$ cat config.mk
export PLATFORM = sky130hd
export DESIGN_NAME = mult_result_buffer
export DESIGN_NICKNAME = d
export VERILOG_FILES = /design/src/rtl/mult_pkg.sv /design/src/rtl/result_fifo.sv /design/src/rtl/mult_result_buffer.sv
export SDC_FILE = /design/constraint.sdc
export NUM_CORES = 1
export LEC_CHECK = 0
export ABC_AREA = 0
export ABC_CLOCK_PERIOD_IN_PS = 3300
export BUFFER_PORTS_ARGS = -buffer_cell sky130_fd_sc_hd__buf_2
export CORE_ASPECT_RATIO = 0.5
export CORE_UTILIZATION = 27
export DETAILED_ROUTE_END_ITERATION = 16
export PLACE_DENSITY = 0.54
export SKIP_CTS_REPAIR_TIMING = 1
export SYNTH_ARGS = -nofsm -noshare
export SYNTH_HDL_FRONTEND = slang
export SYNTH_SLANG_ARGS = --single-unit
$ cat constraint.sdc
create_clock -name Clock -period 3.3 [get_ports Clock]
set_input_delay 0.66 -clock Clock [delete_from_list [all_inputs] [get_ports Clock]]
set_output_delay 0.66 -clock Clock [all_outputs]
set_load 0.05 [all_outputs]
$ cat src/rtl/mult_pkg.sv
// Shared constants and capture FSM encoding for the multiplier result path.
package mult_pkg;

  localparam int PROD_W = 64;
  localparam int OUT_W  = 32;

  // Capture handshake states; encoding is fixed so control-side checks can reuse it.
  typedef enum logic {
    S_IDLE = 1'b0,
    S_ACK  = 1'b1
  } cap_state_e;

endpackage

$ cat src/rtl/result_fifo.sv
// Small product FIFO: DEPTH x WIDTH storage with wrapping pointers and an occupancy count.
module result_fifo #(
  parameter  int DEPTH = 4,
  parameter  int WIDTH = 64,
  localparam int PTR_W = $clog2(DEPTH),
  localparam int CNT_W = PTR_W + 1
) (
  input  logic             clk,
  input  logic             srst,
  input  logic             push_i,
  input  logic             pop_i,
  input  logic [WIDTH-1:0] wdata_i,
  output logic [WIDTH-1:0] head_o,
  output logic [CNT_W-1:0] count_o,
  output logic             full_o,
  output logic             empty_o
);

  logic [WIDTH-1:0] mem_q [DEPTH];
  logic [PTR_W-1:0] wr_ptr_q, wr_ptr_d;
  logic [PTR_W-1:0] rd_ptr_q, rd_ptr_d;
  logic [CNT_W-1:0] count_q,  count_d;

  // Pointers wrap naturally because DEPTH is a power of two.
  always_comb begin
    wr_ptr_d = wr_ptr_q;
    rd_ptr_d = rd_ptr_q;
    if (push_i) wr_ptr_d = wr_ptr_q + PTR_W'(1);
    if (pop_i)  rd_ptr_d = rd_ptr_q + PTR_W'(1);
    count_d = count_q + CNT_W'(push_i) - CNT_W'(pop_i);
  end

  // Pointer and occupancy state; storage contents need no reset.
  always_ff @(posedge clk) begin
    if (srst) begin
      wr_ptr_q <= '0;
      rd_ptr_q <= '0;
      count_q  <= '0;
    end else begin
      wr_ptr_q <= wr_ptr_d;
      rd_ptr_q <= rd_ptr_d;
      count_q  <= count_d;
    end
  end

  // Storage write; the head is read combinationally so a fresh entry is visible next cycle.
  always_ff @(posedge clk) begin
    if (push_i) mem_q[wr_ptr_q] <= wdata_i;
  end

  assign head_o  = mem_q[rd_ptr_q];
  assign count_o = count_q;
  assign full_o  = (count_q == CNT_W'(DEPTH));
  assign empty_o = (count_q == '0);

endmodule

$ cat src/rtl/mult_result_buffer.sv
// Captures finished products with a 4-phase ack, queues them, and streams each as two beats.
module mult_result_buffer
  import mult_pkg::*;
#(
  parameter  int DEPTH = 4,
  localparam int CNT_W = $clog2(DEPTH) + 1
) (
  input  logic              Clock,
  input  logic              Reset,
  input  logic              iDone,
  input  logic [PROD_W-1:0] iProduct,
  output logic              oAck,
  output logic [OUT_W-1:0]  oData,
  output logic              oValid,
  input  logic              iReady,
  output logic              oHalf,
  output logic [CNT_W-1:0]  oCount,
  output logic              oFull
);

  cap_state_e        state_q, state_d;
  logic              half_q,  half_d;
  logic              push, pop, xfer, fifo_empty;
  logic [PROD_W-1:0] head;

  // A capture only starts from idle and only when the FIFO was not full at cycle start.
  assign push = (state_q == S_IDLE) && iDone && !oFull;
  assign xfer = oValid && iReady;
  assign pop  = xfer && half_q;

  result_fifo #(
    .DEPTH (DEPTH),
    .WIDTH (PROD_W)
  ) u_fifo (
    .clk     (Clock),
    .srst    (Reset),
    .push_i  (push),
    .pop_i   (pop),
    .wdata_i (iProduct),
    .head_o  (head),
    .count_o (oCount),
    .full_o  (oFull),
    .empty_o (fifo_empty)
  );

  // Capture FSM next state: hold ack until the multiplier drops iDone.
  always_comb begin
    state_d = state_q;
    case (state_q)
      S_IDLE:  if (push)   state_d = S_ACK;
      S_ACK:   if (!iDone) state_d = S_IDLE;
      default: state_d = S_IDLE;
    endcase
  end

  // Capture FSM state register; oAck is decoded straight from it.
  always_ff @(posedge Clock) begin
    if (Reset) state_q <= S_IDLE;
    else       state_q <= state_d;
  end

  assign oAck = (state_q == S_ACK);

  // Beat selector toggles on every accepted beat; the high beat retires the head entry.
  always_comb begin
    half_d = half_q;
    if (xfer) half_d = ~half_q;
  end

  // Serializer phase register.
  always_ff @(posedge Clock) begin
    if (Reset) half_q <= 1'b0;
    else       half_q <= half_d;
  end

  assign oValid = !fifo_empty;
  assign oHalf  = half_q;
  assign oData  = !oValid ? '0 :
                  half_q  ? head[PROD_W-1:OUT_W] : head[OUT_W-1:0];

endmodule

After elaboration in Yosys (flattened, before gate mapping)
Memories as Yosys holds them, arrays and structs flattened. A register that Yosys moved wholly into a read port is not among the register bits. Index checks and enable logic that the tools add are counted.

Memories: 1. Output and inout port bits: 39. Bits in registers: 9. Bits in writable memories: 256. Input port bits: 68. Word-level logic and storage cells: 28.

Add/subtract/negate cells: 4. Reductions and logical operators: 7. Equal/unequal tests: 1. Bitwise gates (word level): 2. Mux-type cells: 8.

Memory list: u_fifo.mem_q (words 4, bits a word 64, read ports 1, clocked after Yosys merged registers in 1, write ports 1, line result_fifo.sv:19) `logic [WIDTH-1:0] mem_q [DEPTH];`.

Operators by type and width (number): 32-bit 2-to-1 mux (2); 2-bit by 1-bit adder with 2-bit output, second input constant (2); 1-bit logical AND (4); 2-bit 2-to-1 mux (2); 3-bit by 1-bit adder with 3-bit output (1); 3-bit == test, second input constant (1); 3-bit logical NOT (1); 1-bit 2-to-1 mux (3); 3-bit by 1-bit subtractor with 3-bit output (1); 1-bit logical NOT (2); 1-bit NOT (2); 1-bit one-hot mux with 2 select lines (1).

Logic depth before layout (Yosys ltp)
Word-level depth: 6. Mapped depth: 9. Depth with buffers taken out: 9.

Modules after synthesis
From an unflattened synthesis, not the netlist that was laid out.

Cells, all modules: 459. Area, all modules: 10380.0 sq um.

By module, submodules not included: result_fifo (times used 1, cells an instance 376, seq. area each 7867.5 sq um, area each 9749.4 sq um); mult_result_buffer (times used 1, cells an instance 83, seq. area each 40.0 sq um, area each 630.6 sq um).

Least setup slack after synthesis
OpenSTA, ideal clock, no wires.

Kind: flip-flop to flip-flop. From: register u_fifo.count_q[1], in the netlist u_fifo.count_o[1]. To: memory u_fifo.mem_q[0][0] (enable). Path buffers: 1. Clock period less this slack: 3.134 ns. Setup time: 0.429 ns. Data required time: 2.871 ns. Setup slack: 0.166 ns. Cell stages (with the launch flop): 4. Data arrival time: 2.705 ns. Cells stage by stage: dfxtp_1 or3b_1 clkbuf_1 and3_1.

Word-level cells in the longest chain between the ends: 5.

Ends and longest elaborated chain: start, declared (line result_fifo.sv:22) `logic [CNT_W-1:0] count_q, count_d;`; start signal, assigned (line result_fifo.sv:42) `count_q <= count_d;`; 3-bit == test (line result_fifo.sv:53) `assign full_o = (count_q == CNT_W'(DEPTH));`; 1-bit logical NOT (line mult_result_buffer.sv:27) `assign push = (state_q == S_IDLE) && iDone && !oFull;`; 1-bit logical AND (line mult_result_buffer.sv:27); 1-bit 2-to-1 mux (line result_fifo.sv:48) `if (push_i) mem_q[wr_ptr_q] <= wdata_i;`; 1-bit 2-to-1 mux (implied by the code) (line result_fifo.sv:48); end, declared (line result_fifo.sv:19).

No other way between the ends.

==> report_table.html <==
<table>
<tr><th>Metric</th><th>Value</th></tr>
<tr><th colspan="2">CTS</th></tr>
<tr><td>Maximum level of the CTS H-tree</td><td>1</td></tr>
<tr><td>Clock tree from TritonCTS</td><td>yes</td></tr>
<tr><td>Clock root buffer master</td><td>sky130_fd_sc_hd__clkbuf_16</td></tr>
<tr><td>Clock transition at the registers of the reported paths</td><td>60 ps</td></tr>
<tr><td>Sink count of the clock tree</td><td>267</td></tr>
<tr><td>Num CTS Buffers</td><td>27</td></tr>
<tr><td>Number of buffers between clock root and the deepest sink</td><td>3</td></tr>
<tr><td>Clock latency reported for the late side of the worst-skew pair</td><td>520 ps</td></tr>
<tr><th colspan="2">Routing</th></tr>
<tr><td>DR vias</td><td>4735</td></tr>
<tr><td>Drt total wl</td><td>20.0 mm</td></tr>
<tr><td>Via density per instance</td><td>4.42</td></tr>
<tr><td>Wirelength per Cell</td><td>18.7 microns</td></tr>
<tr><td>Count of unresolved DRC violations after routing</td><td>0</td></tr>
<tr><td>Post-detailed-route count of antenna-violating nets</td><td>0</td></tr>
<tr><td>DRT iter0 DRCs</td><td>272</td></tr>
<tr><td>Number of optimization iterations in the first detailed-route pass</td><td>4</td></tr>
<tr><th colspan="2">Timing</th></tr>
<tr><td>Max_slew headroom</td><td>57.1%</td></tr>
<tr><td>RSZ-0062 raised after global routing</td><td>false</td></tr>
<tr><td>Transition time at the pin with the least slew margin</td><td>635 ps</td></tr>
<tr><td>Max-slew violation total from the final report</td><td>0</td></tr>
<tr><td>Worst clock skew</td><td>5.22 ps</td></tr>
<tr><td>Share of the cycle needed by the critical path after routing</td><td>94.8%</td></tr>
<tr><td>Shortest period the worst path allows</td><td>3130 ps</td></tr>
<tr><td>Setup violations, final</td><td>0</td></tr>
<tr><td>Upper clock frequency limit</td><td>320 MHz</td></tr>
<tr><td>Min setup slack post-route</td><td>172 ps</td></tr>
<tr><td>TNS Setup</td><td>0 ps</td></tr>
<tr><td>Worst hold-check slack</td><td>349 ps</td></tr>
<tr><td>Fin. Hold Viols</td><td>0</td></tr>
<tr><th colspan="2">Cells and area</th></tr>
<tr><td>Final #Nets</td><td>635</td></tr>
<tr><td>Area added between synthesis and finish</td><td>19.3%</td></tr>
<tr><td>Count of placed standard cells in the final layout, fillers left out</td><td>1072</td></tr>
<tr><td>Fraction of layout cells with a size suffix above 1</td><td>34.5%</td></tr>
<tr><th colspan="2">Critical path</th></tr>
<tr><td>Setup slack, reg-to-reg</td><td>750 ps</td></tr>
<tr><td>Endpoint type of the worst setup path</td><td>output port</td></tr>
<tr><td>Largest stage delay on the critical path</td><td>620 ps</td></tr>
<tr><td>FF-to-FF path depth</td><td>9</td></tr>
<tr><td>Worst path arrival time</td><td>2470 ps</td></tr>
<tr><td>Worst Setup Start Kind</td><td>flip-flop</td></tr>
<tr><td>Slowest stage cell on the critical path</td><td>sky130_fd_sc_hd__dfxtp_4</td></tr>
<tr><td>Type of the worst setup path</td><td>reg2out</td></tr>
<tr><td>Critical Path RT</td><td>2640 ps</td></tr>
<tr><td>Startpoint of the lowest-slack register-to-register path</td><td>u_fifo.count_o[2]</td></tr>
<tr><td>Last element of the critical path</td><td>oData[21]</td></tr>
<tr><td>Cell chain of the critical path</td><td>buf_12, mux4_1, a22o_1, buf_2</td></tr>
<tr><td>End of the worst register-to-register path</td><td>u_fifo.count_o[2]</td></tr>
<tr><td>Highest net fanout along the worst path</td><td>19</td></tr>
<tr><th colspan="2">Logic synthesis</th></tr>
<tr><td>Synth Instances</td><td>438</td></tr>
<tr><td>Library cells used by synthesis</td><td>33</td></tr>
<tr><td>Top flip-flop cell by instance count after synthesis</td><td>sky130_fd_sc_hd__edfxtp_1</td></tr>
<tr><td>Synth Cell Area</td><td>10300 sq um</td></tr>
<tr><td>Net count after synthesis</td><td>513</td></tr>
<tr><td>Cell type contributing the most total cell area after synthesis</td><td>sky130_fd_sc_hd__edfxtp_1</td></tr>
<tr><td>Portion of the post-synthesis area used by sequential elements</td><td>77.0%</td></tr>
<tr><td>Top cells by area in the synthesized netlist</td><td>sky130_fd_sc_hd__edfxtp_1 (75%), sky130_fd_sc_hd__mux4_2 (8.3%), sky130_fd_sc_hd__mux4_1 (6.7%), sky130_fd_sc_hd__a22o_1 (2.7%), sky130_fd_sc_hd__dfxtp_1 (2.1%)</td></tr>
<tr><td>Number of flops mapped to enable cells by yosys</td><td>256</td></tr>
<tr><td>Share of the synthesized area in the top cell type</td><td>74.9%</td></tr>
<tr><td>Post-synthesis async set-or-reset flop share</td><td>0%</td></tr>
<tr><td>List of most frequent post-synthesis cells</td><td>sky130_fd_sc_hd__edfxtp_1 (256), sky130_fd_sc_hd__mux4_2 (38), sky130_fd_sc_hd__a22o_1 (32)</td></tr>
<tr><td>Yosys Warn Count</td><td>0</td></tr>
<tr><td>Synth Area per Inst</td><td>23.4 sq um</td></tr>
<tr><td>Most common cell in the synthesized netlist</td><td>sky130_fd_sc_hd__edfxtp_1</td></tr>
<tr><td>Flops &amp; latches, synth</td><td>267</td></tr>
<tr><th colspan="2">Floorplanning</th></tr>
<tr><td>Horizontal die dimension</td><td>278 microns</td></tr>
<tr><td>Full die area</td><td>38900 sq um</td></tr>
<tr><td>Placeable Area</td><td>37400 sq um</td></tr>
<tr><td>Starting utilization of the core area</td><td>27.4%</td></tr>
<tr><td>Num ports</td><td>107</td></tr>
<tr><td>Die Y</td><td>140 microns</td></tr>
<tr><td>Std cell rows</td><td>50</td></tr>
<tr><th colspan="2">Power and ir drop</th></tr>
<tr><td>Leakage power figure</td><td>4.07 nW</td></tr>
<tr><td>Power density relative to cell area</td><td>758 nW/um^2</td></tr>
<tr><td>Worst vdd ir</td><td>0.369 mV</td></tr>
<tr><th colspan="2">Place</th></tr>
<tr><td>Worst-case setup slack after placement</td><td>640 ps</td></tr>
<tr><td>Post-detailed-placement half-perimeter wirelength</td><td>11.2 mm</td></tr>
<tr><td>Routability Congestion</td><td>0.660</td></tr>
<tr><td>Placed Cells</td><td>1025</td></tr>
<tr><td>Number of input and output port buffers inserted</td><td>106</td></tr>
<tr><th colspan="2">Run status</th></tr>
<tr><td>Result of the run</td><td>complete, no violations</td></tr>
<tr><th colspan="2">Worst hold path</th></tr>
<tr><td>Worst min-delay path category</td><td>in2reg</td></tr>
<tr><th colspan="2">Global route</th></tr>
<tr><td>Remaining Overflow, GRT</td><td>0</td></tr>
<tr><td>Global-route wire length before repair</td><td>30.2 mm</td></tr>
<tr><td>GR Util All Layers</td><td>10.2%</td></tr>
<tr><td>Vias in the first global route</td><td>5057</td></tr>
<tr><td>Antenna violations before repair</td><td>3</td></tr>
<tr><td>Maximum number of pins on one net before global-route repair</td><td>65</td></tr>
<tr><th colspan="2">Flow run</th></tr>
<tr><td>Max Cap Violations</td><td>0</td></tr>
</table>
[area by class of cell]
cell class	count	area, sq um
inverters	9	33.8
repair buffers	117	738
well taps	494	618
diodes	1	2.50
clock buffers	31	691
multi-input cells	138	2140
clock inverters	15	118
flip-flops and latches	267	7910
fillers	3560	25200
[cell families (layout without fill, tap and decap cells)]
| group | Yosys count | in the layout | synth area share [%] |
|---|---|---|---|
| buf+inv | 33 | 172 | 2.27 |
| mux | 64 | 64 | 15.0 |
| flops | 267 | 267 | 77.0 |
| compound gates | 42 | 42 | 3.28 |
| other cells | 0 | 1 | 0 |
| simple gates | 22 | 22 | 1.28 |
| xor+xnor | 3 | 3 | 0.256 |
| fa+ha+maj | 7 | 7 | 0.926 |
[cell usage in the layout, fill, tap and decap left out, types with 3 or more instances in the layout]
cell / netlist / routed
sky130_fd_sc_hd__a21oi_1: 5 / 5
sky130_fd_sc_hd__a22o_1: 32 / 32
sky130_fd_sc_hd__and3_2: 0 / 4
sky130_fd_sc_hd__buf_12: 0 / 10
sky130_fd_sc_hd__buf_2: 3 / 106
sky130_fd_sc_hd__clkbuf_1: 4 / 4
sky130_fd_sc_hd__clkbuf_16: 0 / 27
sky130_fd_sc_hd__clkinv_1: 0 / 8
sky130_fd_sc_hd__clkinv_2: 0 / 4
sky130_fd_sc_hd__dfxtp_1: 11 / 9
sky130_fd_sc_hd__edfxtp_1: 256 / 256
sky130_fd_sc_hd__ha_1: 6 / 6
sky130_fd_sc_hd__inv_1: 8 / 8
sky130_fd_sc_hd__mux4_1: 26 / 26
sky130_fd_sc_hd__mux4_2: 38 / 38
sky130_fd_sc_hd__nor2_1: 4 / 4
sky130_fd_sc_hd__nor2b_1: 4 / 3
[how the worst min path moves through the flow]
stage | from | endpoint | slack, ps | cells past startpoint
floorplan | u_fifo.rd_ptr_q[0] | flip-flop | 450 | 2
global placement | u_fifo.rd_ptr_q[0] | flip-flop | 450 | 2
detailed placement | u_fifo.rd_ptr_q[0] | flip-flop | 470 | 2
CTS | iProduct[0] | u_fifo.mem_q[1][0] | 320 | 1
global route | iProduct[21] | u_fifo.mem_q[3][21] | 330 | 1
finish | iProduct[59] | u_fifo.mem_q[1][59] | 350 | 1
[registers in the layout (all words and copies together) (netlist names), named ones only]
| signal | count |
|---|---|
| u_fifo.count_o | 3 |
| oHalf | 1 |
| u_fifo.mem_q | 256 |
| u_fifo.wr_ptr_q | 2 |
| u_fifo.rd_ptr_q | 2 |
| oAck | 1 |
[per-layer routing]
metal | vias to the layer above | GRT usage, % | wire length, microns | share of wire (%)
met5 | - | 0 | 13 | 0.065
met4 | 2 | 2.76 | 436 | 2.2
met3 | 39 | 1.97 | 674 | 3.4
met2 | 61 | 18.9 | 10700 | 53
met1 | 2506 | 12.1 | 8210 | 41
li1 | 2127 | - | - | -
[through the flow]
step | area, sq um | utilization [%] | power, mW
global placement | 11400 | 30.6 | 6.56
global route | 12300 | 32.7 | 9.62
finish | 12300 | 32.8 | 9.29
CTS | 12300 | 32.7 | 9.42
detailed placement | 11400 | 30.6 | 6.58
floorplan | 10300 | - | 5.96
[power by group]
group / switching, mW / internal, mW
registers: 0.0942 / 4.00
logic: 1.64 / 0.722
clock network: 1.19 / 1.64
total: 2.93 / 6.36
[critical path: cells and delay by family (launching register included)]
| kind | cells | cell delay (ps) |
|---|---|---|
| DFF | 1 | 620 |
| buffers and inverters | 2 | 450 |
| muxes | 1 | 590 |
| AOI/OAI and AO/OA | 1 | 280 |
(Power assumes the default switching activity.)
